## src/rtl/triumph_pipe_ctrl_pkg.sv

```systemverilog
// Shared defines for the Triumph pipeline controller: instruction classes,
// opcodes, mux select codes, branch funct3 codes and the branch-condition helper.
package triumph_pipe_ctrl_pkg;

  localparam logic [2:0] INSTR_R = 3'd0;
  localparam logic [2:0] INSTR_I = 3'd1;
  localparam logic [2:0] INSTR_S = 3'd2;
  localparam logic [2:0] INSTR_B = 3'd3;
  localparam logic [2:0] INSTR_U = 3'd4;
  localparam logic [2:0] INSTR_J = 3'd5;

  localparam logic [6:0] OP_LOAD = 7'b0000011;
  localparam logic [6:0] OP_JALR = 7'b1100111;
  localparam logic [6:0] OP_JAL  = 7'b1101111;

  localparam logic [1:0] PC_SEL_SEQ  = 2'd0;
  localparam logic [1:0] PC_SEL_BR   = 2'd1;
  localparam logic [1:0] PC_SEL_JAL  = 2'd2;
  localparam logic [1:0] PC_SEL_JALR = 2'd3;

  localparam logic [1:0] WB_SEL_ALU = 2'd0;
  localparam logic [1:0] WB_SEL_MEM = 2'd1;
  localparam logic [1:0] WB_SEL_PC4 = 2'd2;

  localparam logic [1:0] FWD_RF  = 2'd0;
  localparam logic [1:0] FWD_MEM = 2'd1;
  localparam logic [1:0] FWD_WB  = 2'd2;

  localparam logic [2:0] BR_F3_BEQ  = 3'b000;
  localparam logic [2:0] BR_F3_BNE  = 3'b001;
  localparam logic [2:0] BR_F3_BLT  = 3'b100;
  localparam logic [2:0] BR_F3_BGE  = 3'b101;
  localparam logic [2:0] BR_F3_BLTU = 3'b110;
  localparam logic [2:0] BR_F3_BGEU = 3'b111;

  typedef enum logic {ST_RUN, ST_MEM_WAIT} ctrl_state_e;

  function automatic logic br_taken(input logic [2:0] f3, input logic z,
                                    input logic lt, input logic ltu);
    case (f3)
      BR_F3_BEQ:  br_taken = z;
      BR_F3_BNE:  br_taken = !z;
      BR_F3_BLT:  br_taken = lt;
      BR_F3_BGE:  br_taken = !lt;
      BR_F3_BLTU: br_taken = ltu;
      BR_F3_BGEU: br_taken = !ltu;
      default:    br_taken = 1'b0;
    endcase
  endfunction

endpackage

```

## src/rtl/triumph_hazard_unit.sv

```systemverilog
// Combinational RAW / load-use detection for the ID instruction and EX operand
// forwarding selects. TRIUMPH_FWD_EN enables forwarding; otherwise RAW stalls.
module triumph_hazard_unit
  import triumph_pipe_ctrl_pkg::*;
#(
  parameter int RF_ADDR_W = 5
) (
  input  logic                      id_valid_i,
  input  logic [1:0]                use_rs_i,
  input  logic [1:0][RF_ADDR_W-1:0] rs_id_i,
  input  logic [1:0][RF_ADDR_W-1:0] rs_ex_i,
  input  logic                      ex_valid_i,
  input  logic                      ex_we_i,
  input  logic                      ex_is_load_i,
  input  logic [RF_ADDR_W-1:0]      ex_rd_i,
  input  logic                      mem_valid_i,
  input  logic                      mem_we_i,
  input  logic [RF_ADDR_W-1:0]      mem_rd_i,
  input  logic                      wb_valid_i,
  input  logic                      wb_we_i,
  input  logic [RF_ADDR_W-1:0]      wb_rd_i,
  output logic                      stall_o,
  output logic [1:0][1:0]           fwd_sel_o
);

  function automatic logic writes(input logic v, input logic we,
                                  input logic [RF_ADDR_W-1:0] rd,
                                  input logic [RF_ADDR_W-1:0] rs);
    return v && we && (rd != '0) && (rd == rs);
  endfunction

  logic [1:0] raw_ex;
`ifndef TRIUMPH_FWD_EN
  logic [1:0] raw_mw;
`endif

  for (genvar s = 0; s < 2; s++) begin : g_src
    assign raw_ex[s] = use_rs_i[s] && writes(ex_valid_i, ex_we_i, ex_rd_i, rs_id_i[s]);
`ifdef TRIUMPH_FWD_EN
    // MEM is the younger writer, so it shadows WB
    assign fwd_sel_o[s] = (rs_ex_i[s] == '0) ? FWD_RF :
                          writes(mem_valid_i, mem_we_i, mem_rd_i, rs_ex_i[s]) ? FWD_MEM :
                          writes(wb_valid_i, wb_we_i, wb_rd_i, rs_ex_i[s]) ? FWD_WB : FWD_RF;
`else
    assign raw_mw[s] = use_rs_i[s] &&
                       (writes(mem_valid_i, mem_we_i, mem_rd_i, rs_id_i[s]) ||
                        writes(wb_valid_i, wb_we_i, wb_rd_i, rs_id_i[s]));
    assign fwd_sel_o[s] = FWD_RF;
`endif
  end

`ifdef TRIUMPH_FWD_EN
  assign stall_o = id_valid_i && ex_is_load_i && (|raw_ex);
`else
  assign stall_o = id_valid_i && ((|raw_ex) || (|raw_mw));
  logic unused_hz;
  assign unused_hz = ^{rs_ex_i, ex_is_load_i};
`endif

endmodule

```

## src/rtl/triumph_pipe_ctrl.sv

```systemverilog
// Pipeline controller: EX/MEM/WB control words, redirects, stalls, dcache wait
// FSM with sticky timeout. Build with TRIUMPH_FWD_EN for operand forwarding.
module triumph_pipe_ctrl
  import triumph_pipe_ctrl_pkg::*;
#(
  parameter int RF_ADDR_W    = 5,
  parameter int WB_SEL_W     = 2,
  parameter int MEM_WAIT_MAX = 15
) (
  input  logic                 clk_i,
  input  logic                 rst_ni,
  input  logic                 id_valid_i,
  input  logic [2:0]           instr_type_i,
  input  logic [6:0]           opcode_i,
  input  logic [2:0]           funct3_i,
  input  logic [RF_ADDR_W-1:0] rs1_i,
  input  logic [RF_ADDR_W-1:0] rs2_i,
  input  logic [RF_ADDR_W-1:0] rd_i,
  input  logic                 use_rs1_i,
  input  logic                 use_rs2_i,
  input  logic                 flag_zero_ex_i,
  input  logic                 flag_lt_ex_i,
  input  logic                 flag_ltu_ex_i,
  input  logic                 dcache_ready_i,
  output logic                 stall_o,
  output logic                 flush_id_o,
  output logic [1:0]           pc_mux_o,
  output logic                 dcache_req_o,
  output logic                 dcache_we_o,
  output logic [WB_SEL_W-1:0]  wb_sel_o,
  output logic                 rf_we_wb_o,
  output logic [RF_ADDR_W-1:0] rd_wb_o,
  output logic [1:0]           fwd_a_sel_o,
  output logic [1:0]           fwd_b_sel_o,
  output logic                 mem_timeout_o
);

  typedef struct packed {
    logic                 valid;
    logic [2:0]           itype;
    logic                 is_load;
    logic                 is_store;
    logic                 is_jalr;
    logic [2:0]           funct3;
    logic [RF_ADDR_W-1:0] rd;
    logic                 we;
    logic [WB_SEL_W-1:0]  wb_sel;
  } ctrl_word_t;

  localparam logic [7:0] WAIT_MAX8 = 8'(MEM_WAIT_MAX);

  ctrl_word_t id_word, ex_d, ex_q, mem_d, mem_q, wb_d, wb_q;
  logic [1:0][RF_ADDR_W-1:0] rs_ex_d, rs_ex_q;
  logic [1:0][1:0] fwd_sel;
  logic [1:0] pc_sel;
  logic ex_br, ex_jal, ex_jalr, redirect, mem_busy, hz_stall, stall_id;
  ctrl_state_e state_q;
  logic [7:0] wait_cnt_q, wait_cnt_inc;
  logic timeout_q;

  always_comb begin
    id_word          = '0;
    id_word.valid    = id_valid_i;
    id_word.itype    = instr_type_i;
    id_word.is_load  = (instr_type_i == INSTR_I) && (opcode_i == OP_LOAD);
    id_word.is_store = (instr_type_i == INSTR_S);
    id_word.is_jalr  = (instr_type_i == INSTR_I) && (opcode_i == OP_JALR);
    id_word.funct3   = funct3_i;
    id_word.rd       = rd_i;
    id_word.we       = (instr_type_i != INSTR_S) && (instr_type_i != INSTR_B) && (rd_i != '0);
    if (id_word.is_load)
      id_word.wb_sel = WB_SEL_W'(WB_SEL_MEM);
    else if (id_word.is_jalr || instr_type_i == INSTR_J)
      id_word.wb_sel = WB_SEL_W'(WB_SEL_PC4);
    else
      id_word.wb_sel = WB_SEL_W'(WB_SEL_ALU);
  end

  assign ex_br    = ex_q.valid && (ex_q.itype == INSTR_B) &&
                    br_taken(ex_q.funct3, flag_zero_ex_i, flag_lt_ex_i, flag_ltu_ex_i);
  assign ex_jal   = ex_q.valid && (ex_q.itype == INSTR_J);
  assign ex_jalr  = ex_q.valid && ex_q.is_jalr;
  assign redirect = ex_br || ex_jal || ex_jalr;
  assign mem_busy = mem_q.valid && (mem_q.is_load || mem_q.is_store) && !dcache_ready_i;

  always_comb begin
    pc_sel = PC_SEL_SEQ;
    if (ex_jalr)     pc_sel = PC_SEL_JALR;
    else if (ex_jal) pc_sel = PC_SEL_JAL;
    else if (ex_br)  pc_sel = PC_SEL_BR;
  end

  triumph_hazard_unit #(.RF_ADDR_W(RF_ADDR_W)) u_hazard (
    .id_valid_i   (id_valid_i),
    .use_rs_i     ({use_rs2_i, use_rs1_i}),
    .rs_id_i      ({rs2_i, rs1_i}),
    .rs_ex_i      (rs_ex_q),
    .ex_valid_i   (ex_q.valid),
    .ex_we_i      (ex_q.we),
    .ex_is_load_i (ex_q.is_load),
    .ex_rd_i      (ex_q.rd),
    .mem_valid_i  (mem_q.valid),
    .mem_we_i     (mem_q.we),
    .mem_rd_i     (mem_q.rd),
    .wb_valid_i   (wb_q.valid),
    .wb_we_i      (wb_q.we),
    .wb_rd_i      (wb_q.rd),
    .stall_o      (hz_stall),
    .fwd_sel_o    (fwd_sel)
  );

  // A redirect squashes the ID instruction, so its hazard no longer matters
  assign stall_id = hz_stall && !redirect;

  always_comb begin
    ex_d    = ex_q;
    mem_d   = mem_q;
    wb_d    = wb_q;
    rs_ex_d = rs_ex_q;
    if (!mem_busy) begin
      wb_d  = mem_q;
      mem_d = ex_q;
      if (!id_valid_i || redirect || stall_id) begin
        ex_d    = '0;
        rs_ex_d = '0;
      end else begin
        ex_d    = id_word;
        rs_ex_d = {use_rs2_i ? rs2_i : '0, use_rs1_i ? rs1_i : '0};
      end
    end
  end

  always_ff @(posedge clk_i or negedge rst_ni) begin
    if (!rst_ni) begin
      ex_q    <= '0;
      mem_q   <= '0;
      wb_q    <= '0;
      rs_ex_q <= '0;
    end else begin
      ex_q    <= ex_d;
      mem_q   <= mem_d;
      wb_q    <= wb_d;
      rs_ex_q <= rs_ex_d;
    end
  end

  assign wait_cnt_inc = (wait_cnt_q >= WAIT_MAX8) ? wait_cnt_q : wait_cnt_q + 8'd1;

  // Every cycle with MEM stuck counts, including the first one seen in RUN
  always_ff @(posedge clk_i or negedge rst_ni) begin
    if (!rst_ni) begin
      state_q    <= ST_RUN;
      wait_cnt_q <= '0;
      timeout_q  <= 1'b0;
    end else begin
      case (state_q)
        ST_RUN: begin
          if (mem_busy) begin
            state_q    <= ST_MEM_WAIT;
            wait_cnt_q <= wait_cnt_inc;
            if (wait_cnt_inc >= WAIT_MAX8) timeout_q <= 1'b1;
          end
        end
        ST_MEM_WAIT: begin
          if (mem_busy) begin
            wait_cnt_q <= wait_cnt_inc;
            if (wait_cnt_inc >= WAIT_MAX8) timeout_q <= 1'b1;
          end else begin
            state_q    <= ST_RUN;
            wait_cnt_q <= '0;
          end
        end
        default: state_q <= ST_RUN;
      endcase
    end
  end

  assign stall_o       = mem_busy || stall_id;
  assign flush_id_o    = redirect && !mem_busy;
  assign pc_mux_o      = mem_busy ? PC_SEL_SEQ : pc_sel;
  assign dcache_req_o  = mem_q.valid && (mem_q.is_load || mem_q.is_store);
  assign dcache_we_o   = dcache_req_o && mem_q.is_store;
  assign wb_sel_o      = wb_q.wb_sel;
  assign rf_we_wb_o    = wb_q.valid && wb_q.we;
  assign rd_wb_o       = wb_q.rd;
  assign fwd_a_sel_o   = fwd_sel[0];
  assign fwd_b_sel_o   = fwd_sel[1];
  assign mem_timeout_o = timeout_q;

  logic unused_wb;
  assign unused_wb = ^wb_q;

endmodule

```

## config.mk

```make
export PLATFORM = sky130hd
export DESIGN_NAME = triumph_pipe_ctrl
export DESIGN_NICKNAME = d
export VERILOG_FILES = /design/src/rtl/triumph_pipe_ctrl_pkg.sv /design/src/rtl/triumph_hazard_unit.sv /design/src/rtl/triumph_pipe_ctrl.sv
export SDC_FILE = /design/constraint.sdc
export NUM_CORES = 1
export LEC_CHECK = 0
export ABC_AREA = 0
export CORE_MARGIN = 4
export CORE_UTILIZATION = 40
export DETAILED_ROUTE_END_ITERATION = 7
export HOLD_SLACK_MARGIN = 0.05
export PLACE_DENSITY = 0.72
export SYNTH_ARGS = -nofsm -noshare
export SYNTH_HDL_FRONTEND = slang
export SYNTH_SLANG_ARGS = --single-unit
```

## constraint.sdc

```tcl
create_clock -name clk_i -period 2.2 [get_ports clk_i]
set_input_delay 0.44 -clock clk_i [delete_from_list [all_inputs] [get_ports clk_i]]
set_output_delay 0.44 -clock clk_i [all_outputs]
set_load 0.03 [all_outputs]
```

# Word level (Yosys, flattened, before mapping)

Cells that the tools add are included.

Register bits after elaboration: 48
Bits in latches: 0
Memory bits (writable): 0
Memory bits (read-only): 0
Word-level logic and storage cells: 117
Memories kept: 0

Add/sub/neg operators: 1
Multipliers: 0
Div/mod/pow operators: 0
Order comparisons: 2
Equal/unequal tests: 21
Shift-type cells: 0
Mux-type cells: 15
Bitwise gates (word level): 1
Reduce and logical (&&, ||, !) cells: 55

Operator list:

| cell                | count |
|---|---|
| $eq 5x5->1          | 6 |
| $logic_and 1x1->1   | 30 |
| $mux 8              | 3 |
| $reduce_bool 5->1   | 4 |
| $eq 3x3->1 const B  | 6 |
| $mux 18             | 1 |
| $ge 8x4->1 const B  | 2 |
| $pmux 8 s2          | 1 |
| $logic_or 1x1->1    | 10 |
| $mux 2              | 5 |
| $add 8x1->8 const B | 1 |
| $eq 7x2->1 const B  | 1 |
| $eq 7x7->1 const B  | 1 |
| $logic_not 1->1     | 7 |
| $eq 3x1->1 const B  | 2 |
| $eq 3x2->1 const B  | 2 |
| $ne 3x2->1 const B  | 2 |
| $pmux 1 s6          | 1 |
| $mux 1              | 4 |
| $reduce_or 2->1     | 2 |
| $logic_not 3->1     | 1 |
| $ne 2x2->1 const B  | 1 |
| $reduce_and 2->1    | 1 |
| $not 1->1           | 1 |

# Depth between registers and ports, before layout

Gate-level depths: netlist of run 1.

Depth in word-level cells: 11
Depth in mapped cells: 8

# Cells and area by module

From an unflattened synthesis of run 1, not the netlist that was laid out.

Cell total of the unflattened synthesis: 305
Area, all modules: 2976.6 µm²

Modules (own cells, without submodules):

| module              | times used | cells each | area each (µm²) | sequential area each (µm²) |
|---|---|---|---|---|
| triumph_pipe_ctrl   | 1          | 248        | 2542.4          | 1401.3 |
| triumph_hazard_unit | 1          | 57         | 434.2           | 0.0 |

# Worst setup path after synthesis of run 1

Ideal clock, no wire load.

Path kind: reg-to-output
Start point: reg wb_q, in the netlist rd_wb_o[0]
End point: out stall_o
Data arrival time: 1.874 ns
Required time: 1.760 ns
Slack: -0.114 ns
Cell stages (with the launch flop): 6
Path buffers: 1
Cells stage by stage: dfrtp_1 > or4_1 > o21ai_0 > o22ai_2 > buf_6 > o22a_2

Word-level cells in the longest chain between the ends: 10

RTL lines:

| element                        | line                      | text |
|---|---|---|
| start, declared                | triumph_pipe_ctrl.sv:52   | `ctrl_word_t id_word, ex_d, ex_q, mem_d, mem_q, wb_d, wb_q;` |
| start signal, assigned         | triumph_pipe_ctrl.sv:142  | `wb_q <= wb_d;` |
| $reduce_bool 5->1              | triumph_hazard_unit.sv:29 | `return v && we && (rd != '0) && (rd == rs);` |
| $logic_and 1x1->1 (2 in a row) | triumph_hazard_unit.sv:29 |  |
| $logic_or 1x1->1               | triumph_hazard_unit.sv:46 | `(writes(mem_valid_i, mem_we_i, mem_rd_i, rs_id_i[s]) \|\|` |
| $logic_and 1x1->1              | triumph_hazard_unit.sv:45 | `assign raw_mw[s] = use_rs_i[s] &&` |
| $reduce_or 2->1 *              | triumph_hazard_unit.sv:55 | `assign stall_o = id_valid_i && ((\|raw_ex) \|\| (\|raw_mw));` |
| $logic_or 1x1->1 *             | triumph_hazard_unit.sv:55 |  |
| $logic_and 1x1->1 *            | triumph_hazard_unit.sv:55 |  |
| $logic_and 1x1->1 *            | triumph_pipe_ctrl.sv:113  | `assign stall_id = hz_stall && !redirect;` |
| $logic_or 1x1->1 *             | triumph_pipe_ctrl.sv:178  | `assign stall_o = mem_busy \|\| stall_id;` |
| end, declared                  | triumph_pipe_ctrl.sv:25   | `output logic stall_o,` |

Mark *: on every way between the ends. The rest lies on a longest branch, timed or not.

# Worst setup path after layout of run 1

Start point: reg mem_q[5] (netlist bit)
End point: out stall_o

Word-level cells in the longest chain between the ends: 10

RTL lines:

| element                        | line                      | text |
|---|---|---|
| start, declared                | triumph_pipe_ctrl.sv:52   |  |
| start signal, assigned         | triumph_pipe_ctrl.sv:141  | `mem_q <= mem_d;` |
| $reduce_bool 5->1              | triumph_hazard_unit.sv:29 |  |
| $logic_and 1x1->1 (2 in a row) | triumph_hazard_unit.sv:29 |  |
| $logic_or 1x1->1               | triumph_hazard_unit.sv:46 |  |
| $logic_and 1x1->1              | triumph_hazard_unit.sv:45 |  |
| $reduce_or 2->1 *              | triumph_hazard_unit.sv:55 |  |
| $logic_or 1x1->1 *             | triumph_hazard_unit.sv:55 |  |
| $logic_and 1x1->1 *            | triumph_hazard_unit.sv:55 |  |
| $logic_and 1x1->1 *            | triumph_pipe_ctrl.sv:113  |  |
| $logic_or 1x1->1 *             | triumph_pipe_ctrl.sv:178  |  |

Marks and branches as above.

==> impl_metrics.sql, run 1 <==
INSERT INTO impl_metrics (metric_group, metric, value, unit) VALUES
('detailed_routing', 'vias', '2319', ''),
('floorplan', 'initial_standard_cell_utilization_of_the_core', '0.4179', ''),
('pwr', 'share_seq_of_total_power', '0.507', ''),
('floorplan', 'io-pin-count', '56', ''),
('critical_path', 'critical_path.n_buffers_inverters', '1', ''),
('critical_path', 'start_kind', 'flop', ''),
('pwr', 'p_clk_frac', '0.272', ''),
('cells_and_area', 'drive_gt1_frac', '0.2253', ''),
('floorplan', 'die_h', '89.91', 'um'),
('pwr', 'p_sw_frac', '0.2903', ''),
('logic_synthesis', 'synth.top_cell.area_share', '0.4289', ''),
('status', 'outcome', 'finished, violations left', ''),
('logic_synthesis', 'synth_cell_type_count', '50', ''),
('cts', 'cts_inserted_buffers', '5', ''),
('detailed_routing', 'drtAntennaViolNets', '0', ''),
('critical_path', 'r2r-start', 'ex_q[7]$_DFFE_PN0N_', ''),
('timing', 'finalHoldViolations', '0', ''),
('logic_synthesis', 'synth_top_cell_by_area', 'dfrtp_1', ''),
('min_path', 'worstHoldEndpoint', 'wb_q[2]$_DFFE_PN0N_', ''),
('cts', 'cts_tree', 'done', ''),
('cts', 'clk_transition_reported_paths', '90', 'ps'),
('cts', 'worst_skew_pair.late_latency', '300', 'ps'),
('cells_and_area', 'antenna_cells', '0', ''),
('logic_synthesis', 'synth.top_cells.by_count', '74 x nand2_1, 46 x dfrtp_1, 24 x xor2_1', ''),
('floorplan', 'core', '6422', 'um^2'),
('min_path', 'hold_start', 'wb_q[2]$_DFFE_PN0N_', ''),
('detailed_routing', 'wire_length_on_met1', '2967', 'um'),
('timing', 'skew', '12.47', 'ps'),
('detailed_routing', 'highest-signal-layer', 'met4', ''),
('placed_design', 'dp_cells', '427', ''),
('timing', 'rsz0062_at_grt', 'true', ''),
('min_path', 'whs_path_depth', '2', ''),
('global_route', 'globalRouteTotalUtil', '0.1708', ''),
('cells_and_area', 'nets', '401', ''),
('placed_design', 'dpl-instance-area', '3390', 'um^2'),
('timing', 'fin_crit', '2396', 'ps'),
('logic_synthesis', 'synthesis.instances', '285', ''),
('detailed_routing', 'first_pass_detailed_route_iteration_total', '4', ''),
('logic_synthesis', 'postSynthRegisterBits', '46', ''),
('timing', 'layout_worst_path_cycle_share', '1.089', ''),
('run', 'drv.max_cap_violation_count', '0', ''),
('global_route', 'antenna_violations_before_repair', '0', ''),
('critical_path', 'worstSetupPathDepth', '5', ''),
('logic_synthesis', 'syn_area_per_cell', '9.417', 'um^2'),
('critical_path', 'worstSetupEndpointType', 'output port', ''),
('critical_path', 'worst_path_max_delay_cell', 'or4_1', ''),
('timing', 'report.final.setup_viol', '2', ''),
('placed_design', 'buffer_ports.inserted', '51', ''),
('detailed_routing', 'final_routed_wirelength', '6702', 'um'),
('critical_path', 'worst_path_dominant_cell_family', 'compound AO/OA/AOI/OAI gates', ''),
('floorplan', 'rows', '29', ''),
('logic_synthesis', 'synth_warnings', '0', ''),
('pwr', 'power_per_cell_area', '515.7', 'nW/um^2'),
('global_route', 'first_global_vias', '2350', ''),
('timing', 'timing.final.ws_setup', '-195.9', 'ps'),
('placed_design', 'gp_congestion', '0.8624', ''),
('pwr', 'p_leak', '1.688', 'nW'),
('placed_design', 'detailed_place_hpwl', '5066', 'um'),
('pwr', 'p_int', '1.326', 'mW'),
('pwr', 'p_comb_frac', '0.221', ''),
('global_route', 'grt_start_max_net_pins', '27', ''),
('cts', 'cts_htree_levels', '2', ''),
('pwr', 'ir_worst_vdd', '0.3521', 'mV'),
('logic_synthesis', 'synthesis.area', '2684', 'um^2'),
('cells_and_area', 'finalInstanceArea', '3622', 'um^2'),
('status', 'violated_checks', 'setup timing', ''),
('detailed_routing', 'met2WireLength', '3365', 'um'),
('critical_path', 'slowest_delay', '510', 'ps'),
('logic_synthesis', 'seq_area_frac_synth', '0.4289', ''),
('min_path', 'timing.hold.worst.class', 'flop to flop', ''),
('critical_path', 'critical_path.reg2reg.endpoint', 'ex_q[10]$_DFFE_PN0N_', '');
==> flip-flops by register name, indices dropped and copies added, names as in the netlist <==
| register | cells |
|---|---|
| wb_sel_o | 2 |
| rd_wb_o | 5 |
| mem_timeout_o | 1 |
| mem_q | 10 |
| ex_q | 17 |
| wb_q | 2 |
| wait_cnt_q | 8 |
| state_q | 1 |
==> logic make-up after synthesis <==
family                     after synthesis  share of synthesized area
adders and majority gates                1                   0.004661
other                                    1                   0.001397
buffers and inverters                   21                    0.05361
muxes                                    4                    0.01585
and+or+nand+nor                        127                     0.2196
DFF                                     46                     0.4289
AOI/OAI and AO/OA                       53                     0.1716
xor gates and xnor gates                32                     0.1044
==> per-layer routing <==
layer	track usage	vias up
met1	0.2144	1118
met3	0.04257	7
met4	0.03444	0
met2	0.2995	53
met5	0	-
li1	-	1141
==> worst max-delay path by stage <==
| stage | start | end | slack, ps |
|---|---|---|---|
| final | mem_q[5]$_DFFE_PN0N_ | stall_o | -200 |
| after global routing | mem_q[5]$_DFFE_PN0N_ | stall_o | -260 |
| after CTS | mem_q[6]$_DFFE_PN0N_ | stall_o | -250 |
| after detailed placement | rs2_i[4] | stall_o | -450 |
| after global placement | rs2_i[4] | stall_o | -430 |
| after floorplan | rd_wb_o[4]$_DFFE_PN0N_ | stall_o | 1 |
==> power by group through the flow <==
stage / Clock [mW] / Combinational, mW / Sequential, mW
2_1_floorplan: 0 / 0.191 / 0.972
3_3_place_gp: 0 / 0.379 / 0.961
3_5_place_dp: 0 / 0.382 / 0.964
4_1_cts: 0.519 / 0.393 / 0.947
5_1_grt: 0.556 / 0.451 / 0.956
6_report: 0.508 / 0.412 / 0.947
==> layout make-up <==
type                            count  area (um^2)
Multi-Input combinational cell    221         1499
Clock buffer                        6        72.57
Clock inverter                      2        13.76
Sequential cell                    46         1157
Timing Repair Buffer               84        764.5
Fill cell                         554         2800
Inverter                            5        18.77
Tap cell                           77        96.34
==> worst register-to-register path: stages (launching register included) <==
cell and delay (ps):
dfrtp_1 460, xor2_1 200, nor4_2 360, a32oi_2 130, buf_4 170, buf_4 140, nor2_4 130, buf_12 160
o31ai_2 80
==> placed cells by master, fill, tap and decap left out, types with 5 or more instances in the layout <==
cell type        synthesis  final
dfrtp_1                 46     41
xor2_1                  24     24
o21ai_0                  8      5
clkbuf_8                 0      5
nand3_1                 12     12
or4_1                    5      5
xnor2_1                  8      6
buf_4                    6     32
o31ai_1                  5      5
nor2_1                  10      9
nand2_1                 74     74
and2_1                   6      6
dfrtp_2                  0      5
dlygate4sd2_1            0     10
clkdlybuf4s50_1          0     33
o31ai_2                  9      9
==> per-stage QoR <==
stage | hold WS, ps | util | setup WS [ps]
floorplan | 144.4 | - | 1.229
global placement | 278.5 | 0.5278 | -432.7
detailed placement | 274.1 | 0.5278 | -445.3
CTS | 468.9 | 0.5496 | -246.8
global route | 490.1 | 0.5640 | -260.4
finish | 463.3 | 0.5640 | -195.9
==> repair_timing <==
action | CTS | global route
pin swaps | 12 | 16
setup endpoints to repair | 4 | 4
endpoints found under the hold margin | 5 | 0
gates resized for setup | 19 | 18
hold buffers | 1 | 0
buffers inserted | 3 | 2
Power figures use the tool's default switching activity.
==> run 2, diff against run 1 <==
--- a/config.mk
+++ b/config.mk
@@ -5,9 +5,9 @@
 export SDC_FILE = /design/constraint.sdc
 export NUM_CORES = 1
 export LEC_CHECK = 0
-export ABC_AREA = 0
 export CORE_MARGIN = 4
 export CORE_UTILIZATION = 40
+export CTS_BUF_LIST = sky130_fd_sc_hd__clkbuf_4
 export DETAILED_ROUTE_END_ITERATION = 7
 export HOLD_SLACK_MARGIN = 0.05
 export PLACE_DENSITY = 0.72
==> run 2 against run 1 <==
Compared with the run above: sequential share of layout area stayed put; critical path depth increased by 2; largest cell class unchanged; fmax decreased by 3.5%; first-iteration DRC count decreased by 13%; clock-buffer cell count unchanged; worst hold slack worse by 59 ps; clock power shrank 19%; via count up 1.0%; the flow still finishes with violations (setup timing); register-to-register slack worse by 40 ps; final area unchanged; global-route usage grew 0.071 points; flip-flop and latch count unchanged.
==> impl_metrics.sql, run 2 (synthesis gave the netlist of run 1 again) <==
INSERT INTO impl_metrics (metric_group, metric, value, unit) VALUES
('status', 'outcome', 'finished, violations left', ''),
('status', 'violated_checks', 'setup timing', ''),
('min_path', 'timing.hold.worst.class', 'input pin to asynchronous set/reset pin', ''),
('critical_path', 'r2r-start', 'ex_q[3]$_DFFE_PN0N_', ''),
('critical_path', 'critPathArrivalTime', '2040', 'ps'),
('placed_design', 'gp_congestion', '0.8624', ''),
('floorplan', 'rows', '29', ''),
('detailed_routing', 'detailed_router_s_first_iteration_violation_count', '105', ''),
('cts', 'cts_htree_levels', '2', ''),
('placed_design', 'dpl_worst_slack', '-445.3', 'ps'),
('floorplan', 'fp.dieArea', '8084', 'um^2'),
('critical_path', 'worstSetupEndpointType', 'output port', ''),
('detailed_routing', 'routed_via_density', '5.277', ''),
('run', 'drv.max_cap_violation_count', '0', ''),
('floorplan', 'die-width', '89.91', 'um'),
('cells_and_area', 'num-fill-cells', '563', ''),
('cts', 'worst_skew_pair.late_latency', '360', 'ps'),
('placed_design', 'buffer_ports.inserted', '51', ''),
('global_route', 'grt_pass1_wl', '11400', 'um'),
('floorplan', 'die_h', '89.91', 'um'),
('cts', 'cts_root_buf', 'clkbuf_4', ''),
('critical_path', 'timing.critical_path.required', '1760', 'ps'),
('cts', 'cts_sinks', '46', ''),
('pwr', 'ir_worst_vdd', '0.2758', 'mV'),
('detailed_routing', 'final_routed_wirelength', '6820', 'um'),
('timing', 'report.final.setup_viol', '3', ''),
('floorplan', 'core', '6422', 'um^2'),
('global_route', 'grt_start_max_net_pins', '27', ''),
('global_route', 'globalRouteTotalUtil', '0.1715', ''),
('critical_path', 'critical_path_peak_fanout', '3', ''),
('detailed_routing', 'drtAntennaViolNets', '0', ''),
('global_route', 'globalRouteOverflowTotal', '0', ''),
('global_route', 'antenna_violations_before_repair', '0', ''),
('critical_path', 'crit_type', 'input pin to output port', ''),
('timing', 'fmaxAchievable', '402.9', 'MHz'),
('floorplan', 'initial_standard_cell_utilization_of_the_core', '0.4179', ''),
('placed_design', 'detailed_place_hpwl', '5066', 'um'),
('cells_and_area', 'layout_common_cells', '74 x nand2_1, 41 x dfrtp_1, 39 x clkdlybuf4s50_1, 36 x buf_4, 23 x xor2_1', ''),
('timing', 'layout_worst_path_cycle_share', '1.128', ''),
('cells_and_area', 'largest_reg_flops', '17', ''),
('cells_and_area', 'nets', '404', ''),
('floorplan', 'io-pin-count', '56', ''),
('critical_path', 'timing.reg2reg.worst_path_depth', '9', ''),
('cells_and_area', 'largest_registers', 'ex_q (17), mem_q (10), wait_cnt_q (8)', ''),
('critical_path', 'critical_path.reg2reg.endpoint', 'ex_q[10]$_DFFE_PN0N_', ''),
('detailed_routing', 'detail_route.drc_violations', '0', ''),
('detailed_routing', 'first_pass_detailed_route_iteration_total', '4', ''),
('timing', 'fin_crit', '2482', 'ps'),
('cells_and_area', 'flow.area_growth_from_synthesis', '34.96', '%'),
('timing', 'skew', '23.40', 'ps'),
('cells_and_area', 'final_common_cell', 'nand2_1', ''),
('critical_path', 'rrSetupSlack', '230', 'ps'),
('cts', 'clk_transition_reported_paths', '150', 'ps'),
('timing', 'rsz0062_at_grt', 'true', ''),
('cts', 'clk_path_buf_depth', '2', ''),
('critical_path', 'start_kind', 'input pin', ''),
('cells_and_area', 'antenna_cells', '0', ''),
('cts', 'cts_inserted_buffers', '5', ''),
('global_route', 'first_global_vias', '2338', ''),
('pwr', 'report.power.total', '1.776', 'mW'),
('cts', 'cts_tree', 'done', ''),
('timing', 'finalHoldViolations', '0', ''),
('detailed_routing', 'vias', '2343', ''),
('detailed_routing', 'wire_per_inst', '15.36', 'um'),
('cells_and_area', 'largest_register', 'ex_q', ''),
('timing', 'maxSlewViolCount', '0', ''),
('pwr', 'power_per_cell_area', '490.2', 'nW/um^2'),
('cells_and_area', 'drive_gt1_frac', '0.2289', ''),
('timing', 'timing.final.ws_setup', '-282.3', 'ps'),
('pwr', 'p_leak', '1.692', 'nW');
==> run 2: changes by cell type in the layout (fill, tap and decap cells not counted), moves of 2 or more <==
cell,previous run,this run
dlygate4sd2_1,10,2
dlymetal6s2s_1,3,5
clkbuf_4,0,6
buf_4,32,36
clkdlybuf4s50_1,33,39
clkbuf_8,5,0
==> run 2: worst max path at each step <==
stage | start | endpoint | slack (ps) | cells past startpoint
CTS | mem_q[6]$_DFFE_PN0N_ | stall_o | -320 | 5
global route | ex_q[3]$_DFFE_PN0N_ | stall_o | -370 | 7
detailed placement | rs2_i[4] | stall_o | -450 | 7
finish | rs2_i[2] | stall_o | -280 | 7
global placement | rs2_i[4] | stall_o | -430 | 7
floorplan | rd_wb_o[4]$_DFFE_PN0N_ | stall_o | 1 | 6
==> run 2: worst max-delay path: stages <==
cell and delay (ps):
clkdlybuf4s50_1 490, xor2_1 190, nor4_2 310, a32oi_1 130, o21ai_1 190, o22a_4 170, buf_6 120
==> run 2: cell type report <==
cell class	count	area [um^2]	share of cell area
repair buffers	87	798.3	0.2204
well taps	77	96.34	0.02660
inverters	5	18.77	0.005181
flip-flops and latches	46	1157	0.3195
clock buffers	6	45.04	0.01244
multi-input cells	221	1493	0.4121
clock inverters	2	13.76	0.003800
==> run 2: metal layers <==
metal  GRT usage  share of wire  wire length [um]  vias to the layer above
met4     0.03061         0.0084                57                        0
met2      0.2982           0.51              3458                       62
met5           0              0                 0                        -
met3     0.04508          0.048               330                        6
li1            -              -                 -                     1146
met1      0.2176           0.44              2973                     1129
==> run 2: power breakdown <==
group | switching, mW | internal [mW] | total [mW]
clock network | 0.275 | 0.138 | 0.414
registers | 0.0546 | 0.894 | 0.949
logic | 0.203 | 0.211 | 0.413
total | 0.532 | 1.24 | 1.78
==> run 2: through the flow <==
stage	hold WS, ps	util	setup TNS, ps	cell area, um^2	instances
after floorplan	144.4	-	0	2708	288
after global placement	278.5	0.5278	-2668	3390	427
after detailed placement	274.1	0.5278	-2831	3390	427
after CTS	409.8	0.5451	-361.2	3501	438
after global routing	388.5	0.5640	-671.4	3622	444
final	404.7	0.5640	-407.6	3622	444
==> run 2: timing repair <==
| item | in CTS | in global routing |
|---|---|---|
| hold buffers | 1 | 0 |
| cloned | 0 | 0 |
| endpoints found under the hold margin | 5 | 0 |
| buffers inserted | 2 | 6 |
| pin swaps | 2 | 13 |
| setup endpoints to repair | 4 | 3 |
| resized for setup | 11 | 17 |
==> run 3, diff against run 2 <==
--- a/config.mk
+++ b/config.mk
@@ -11,6 +11,7 @@
 export DETAILED_ROUTE_END_ITERATION = 7
 export HOLD_SLACK_MARGIN = 0.05
 export PLACE_DENSITY = 0.72
+export SKIP_CTS_REPAIR_TIMING = 1
 export SYNTH_ARGS = -nofsm -noshare
 export SYNTH_HDL_FRONTEND = slang
 export SYNTH_SLANG_ARGS = --single-unit
==> run 3 against run 2 <==
Compared with the run above: clock skew is 2.5 ps lower; total power shrank 0.68%; final area down 1.8%; cell count is 1.1% lower; wire length shrank 3.1%; flip-flop and latch count did not move; worst hold slack better by 2.5 ps; fmax is 2.2% lower; sequential share of layout area is 0.60 points higher; the run still ends with setup timing left; sequential power is essentially flat; first-iteration DRC count is 4.8% higher; die area unchanged.
==> impl_metrics.sql, run 3 (synthesis gave the netlist of run 1 again) <==
INSERT INTO impl_metrics (metric_group, metric, value, unit) VALUES
('floorplan', 'rows', '29', ''),
('floorplan', 'die-width', '89.91', 'um'),
('global_route', 'globalRouteOverflowTotal', '0', ''),
('placed_design', 'detailed_place_hpwl', '5066', 'um'),
('detailed_routing', 'detailed_router_s_first_iteration_violation_count', '110', ''),
('detailed_routing', 'final_routed_wirelength', '6609', 'um'),
('detailed_routing', 'vias', '2297', ''),
('floorplan', 'initial_standard_cell_utilization_of_the_core', '0.4179', ''),
('placed_design', 'gp_congestion', '0.8624', ''),
('min_path', 'timing.hold.worst.class', 'input pin to asynchronous set/reset pin', ''),
('cells_and_area', 'largest_register', 'ex_q', ''),
('detailed_routing', 'routed-wl-met3', '318', 'um'),
('pwr', 'ir_worst_vdd', '0.3022', 'mV'),
('global_route', 'grt_pass1_wl', '11280', 'um'),
('detailed_routing', 'wire_per_inst', '15.05', 'um'),
('timing', 'layout_worst_path_cycle_share', '1.154', ''),
('global_route', 'globalRouteTotalUtil', '0.1697', ''),
('detailed_routing', 'wire_length_on_met1', '2925', 'um'),
('cells_and_area', 'num-fill-cells', '561', ''),
('critical_path', 'critPathArrivalTime', '2100', 'ps'),
('floorplan', 'io-pin-count', '56', ''),
('pwr', 'power_per_cell_area', '496.0', 'nW/um^2'),
('cts', 'cts_root_buf', 'clkbuf_4', ''),
('cells_and_area', 'nets', '399', ''),
('critical_path', 'rrSetupSlack', '210', 'ps'),
('run', 'drv.max_cap_violation_count', '0', ''),
('cells_and_area', 'multiInputGateArea', '1470', 'um^2'),
('cells_and_area', 'layout_common_cells', '74 x nand2_1, 43 x clkdlybuf4s50_1, 41 x dfrtp_1, 32 x buf_4, 24 x xor2_1', ''),
('detailed_routing', 'first_pass_detailed_route_iteration_total', '4', ''),
('critical_path', 'r2r-start', 'mem_q[6]$_DFFE_PN0N_', ''),
('critical_path', 'worstSetupEndpointType', 'output port', ''),
('detailed_routing', 'detail_route.drc_violations', '0', ''),
('placed_design', 'dpl-instance-area', '3390', 'um^2'),
('cts', 'cts_tree', 'done', ''),
('cells_and_area', 'share_of_the_core_filled_with_cells', '0.5537', ''),
('timing', 'fmaxAchievable', '394.0', 'MHz'),
('critical_path', 'timing.critical_path.required', '1760', 'ps'),
('timing', 'finalHoldViolations', '0', ''),
('cells_and_area', 'largest_reg_flops', '17', ''),
('timing', 'report.final.setup_viol', '2', ''),
('critical_path', 'crit_type', 'flop to output port', ''),
('cells_and_area', 'final-seq-area', '1157', 'um^2'),
('floorplan', 'core', '6422', 'um^2'),
('cells_and_area', 'drive_gt1_frac', '0.2099', ''),
('timing', 'skew', '20.92', 'ps'),
('cells_and_area', 'antenna_cells', '0', ''),
('status', 'violated_checks', 'setup timing', ''),
('cts', 'clk_transition_reported_paths', '140', 'ps'),
('timing', 'timing.final.ws_setup', '-337.9', 'ps'),
('floorplan', 'fp.dieArea', '8084', 'um^2'),
('detailed_routing', 'routed_via_density', '5.232', ''),
('cts', 'cts_sinks', '46', ''),
('cts', 'clk_path_buf_depth', '2', ''),
('cells_and_area', 'finalInstanceArea', '3556', 'um^2'),
('cells_and_area', 'largest_registers', 'ex_q (17), mem_q (10), wait_cnt_q (8)', ''),
('cts', 'cts_htree_levels', '2', ''),
('floorplan', 'die_h', '89.91', 'um'),
('critical_path', 'critical_path_peak_fanout', '4', ''),
('timing', 'rsz0062_at_grt', 'true', ''),
('status', 'outcome', 'finished, violations left', ''),
('detailed_routing', 'drtAntennaViolNets', '0', ''),
('cells_and_area', 'flow.area_growth_from_synthesis', '32.49', '%'),
('global_route', 'first_global_vias', '2312', ''),
('timing', 'maxSlewViolCount', '0', ''),
('detailed_routing', 'met2WireLength', '3341', 'um'),
('cts', 'cts_inserted_buffers', '5', ''),
('placed_design', 'buffer_ports.inserted', '51', ''),
('pwr', 'p_leak', '1.647', 'nW'),
('critical_path', 'timing.reg2reg.worst_path_depth', '5', ''),
('detailed_routing', 'highest-signal-layer', 'met4', ''),
('global_route', 'antenna_violations_before_repair', '0', ''),
('critical_path', 'critical_path.reg2reg.endpoint', 'ex_q[9]$_DFFE_PN0N_', ''),
('cts', 'worst_skew_pair.late_latency', '360', 'ps'),
('timing', 'setup-tns-final', '-397.6', 'ps'),
('timing', 'fin_crit', '2538', 'ps'),
('cells_and_area', 'final_common_cell', 'nand2_1', ''),
('global_route', 'grt_start_max_net_pins', '27', ''),
('critical_path', 'start_kind', 'flop', '');
[run 3: cell count changes in the layout (fill, tap and decap cells not counted), moves of 2 or more]
cell and change:
buf_4 -4, dlygate4sd2_1 -2, dlymetal6s2s_1 -2, clkdlybuf4s50_1 +4
[run 3: worst max path at each step]
stage,end,cells after the start,from
after CTS,stall_o,7,rs2_i[4]
after global placement,stall_o,7,rs2_i[4]
after global routing,stall_o,5,mem_q[6]$_DFFE_PN0N_
after detailed placement,stall_o,7,rs2_i[4]
final,stall_o,5,mem_q[6]$_DFFE_PN0N_
after floorplan,stall_o,6,rd_wb_o[4]$_DFFE_PN0N_
[run 3: cell type report]
cell class | instances | share of cell area
Clock buffer | 6 | 0.01267
Sequential cell | 46 | 0.3255
Tap cell | 77 | 0.02709
Multi-Input combinational cell | 221 | 0.4134
Inverter | 5 | 0.005278
Timing Repair Buffer | 82 | 0.2122
Clock inverter | 2 | 0.003871
[run 3: per-stage QoR]
step	hold WS (ps)	instances	setup slack [ps]	total power, mW
finish	407.3	439	-337.9	1.764
detailed placement	274.1	427	-445.3	1.345
global placement	278.5	427	-432.7	1.340
CTS	-132.3	435	-450.6	1.752
global route	389.0	439	-416.8	1.861
floorplan	144.4	288	1.229	1.163
[run 3: power by group]
group	switching, mW	internal, mW	total [mW]
clock	0.275	0.138	0.414
sequential	0.0536	0.894	0.948
combinational	0.196	0.206	0.402
total	0.525	1.24	1.76
[run 3: critical path: stages, from the launching register on]
cell and delay [ps]:
dfrtp_2 460, or4_1 530, o211ai_1 270, o22ai_2 140, o22a_4 200, buf_6 130
[run 3: layer usage]
layer / up-vias / GRT usage
met5: - / 0
met4: 0 / 0.02679
met3: 2 / 0.04424
met2: 55 / 0.2964
met1: 1102 / 0.2158
li1: 1138 / -
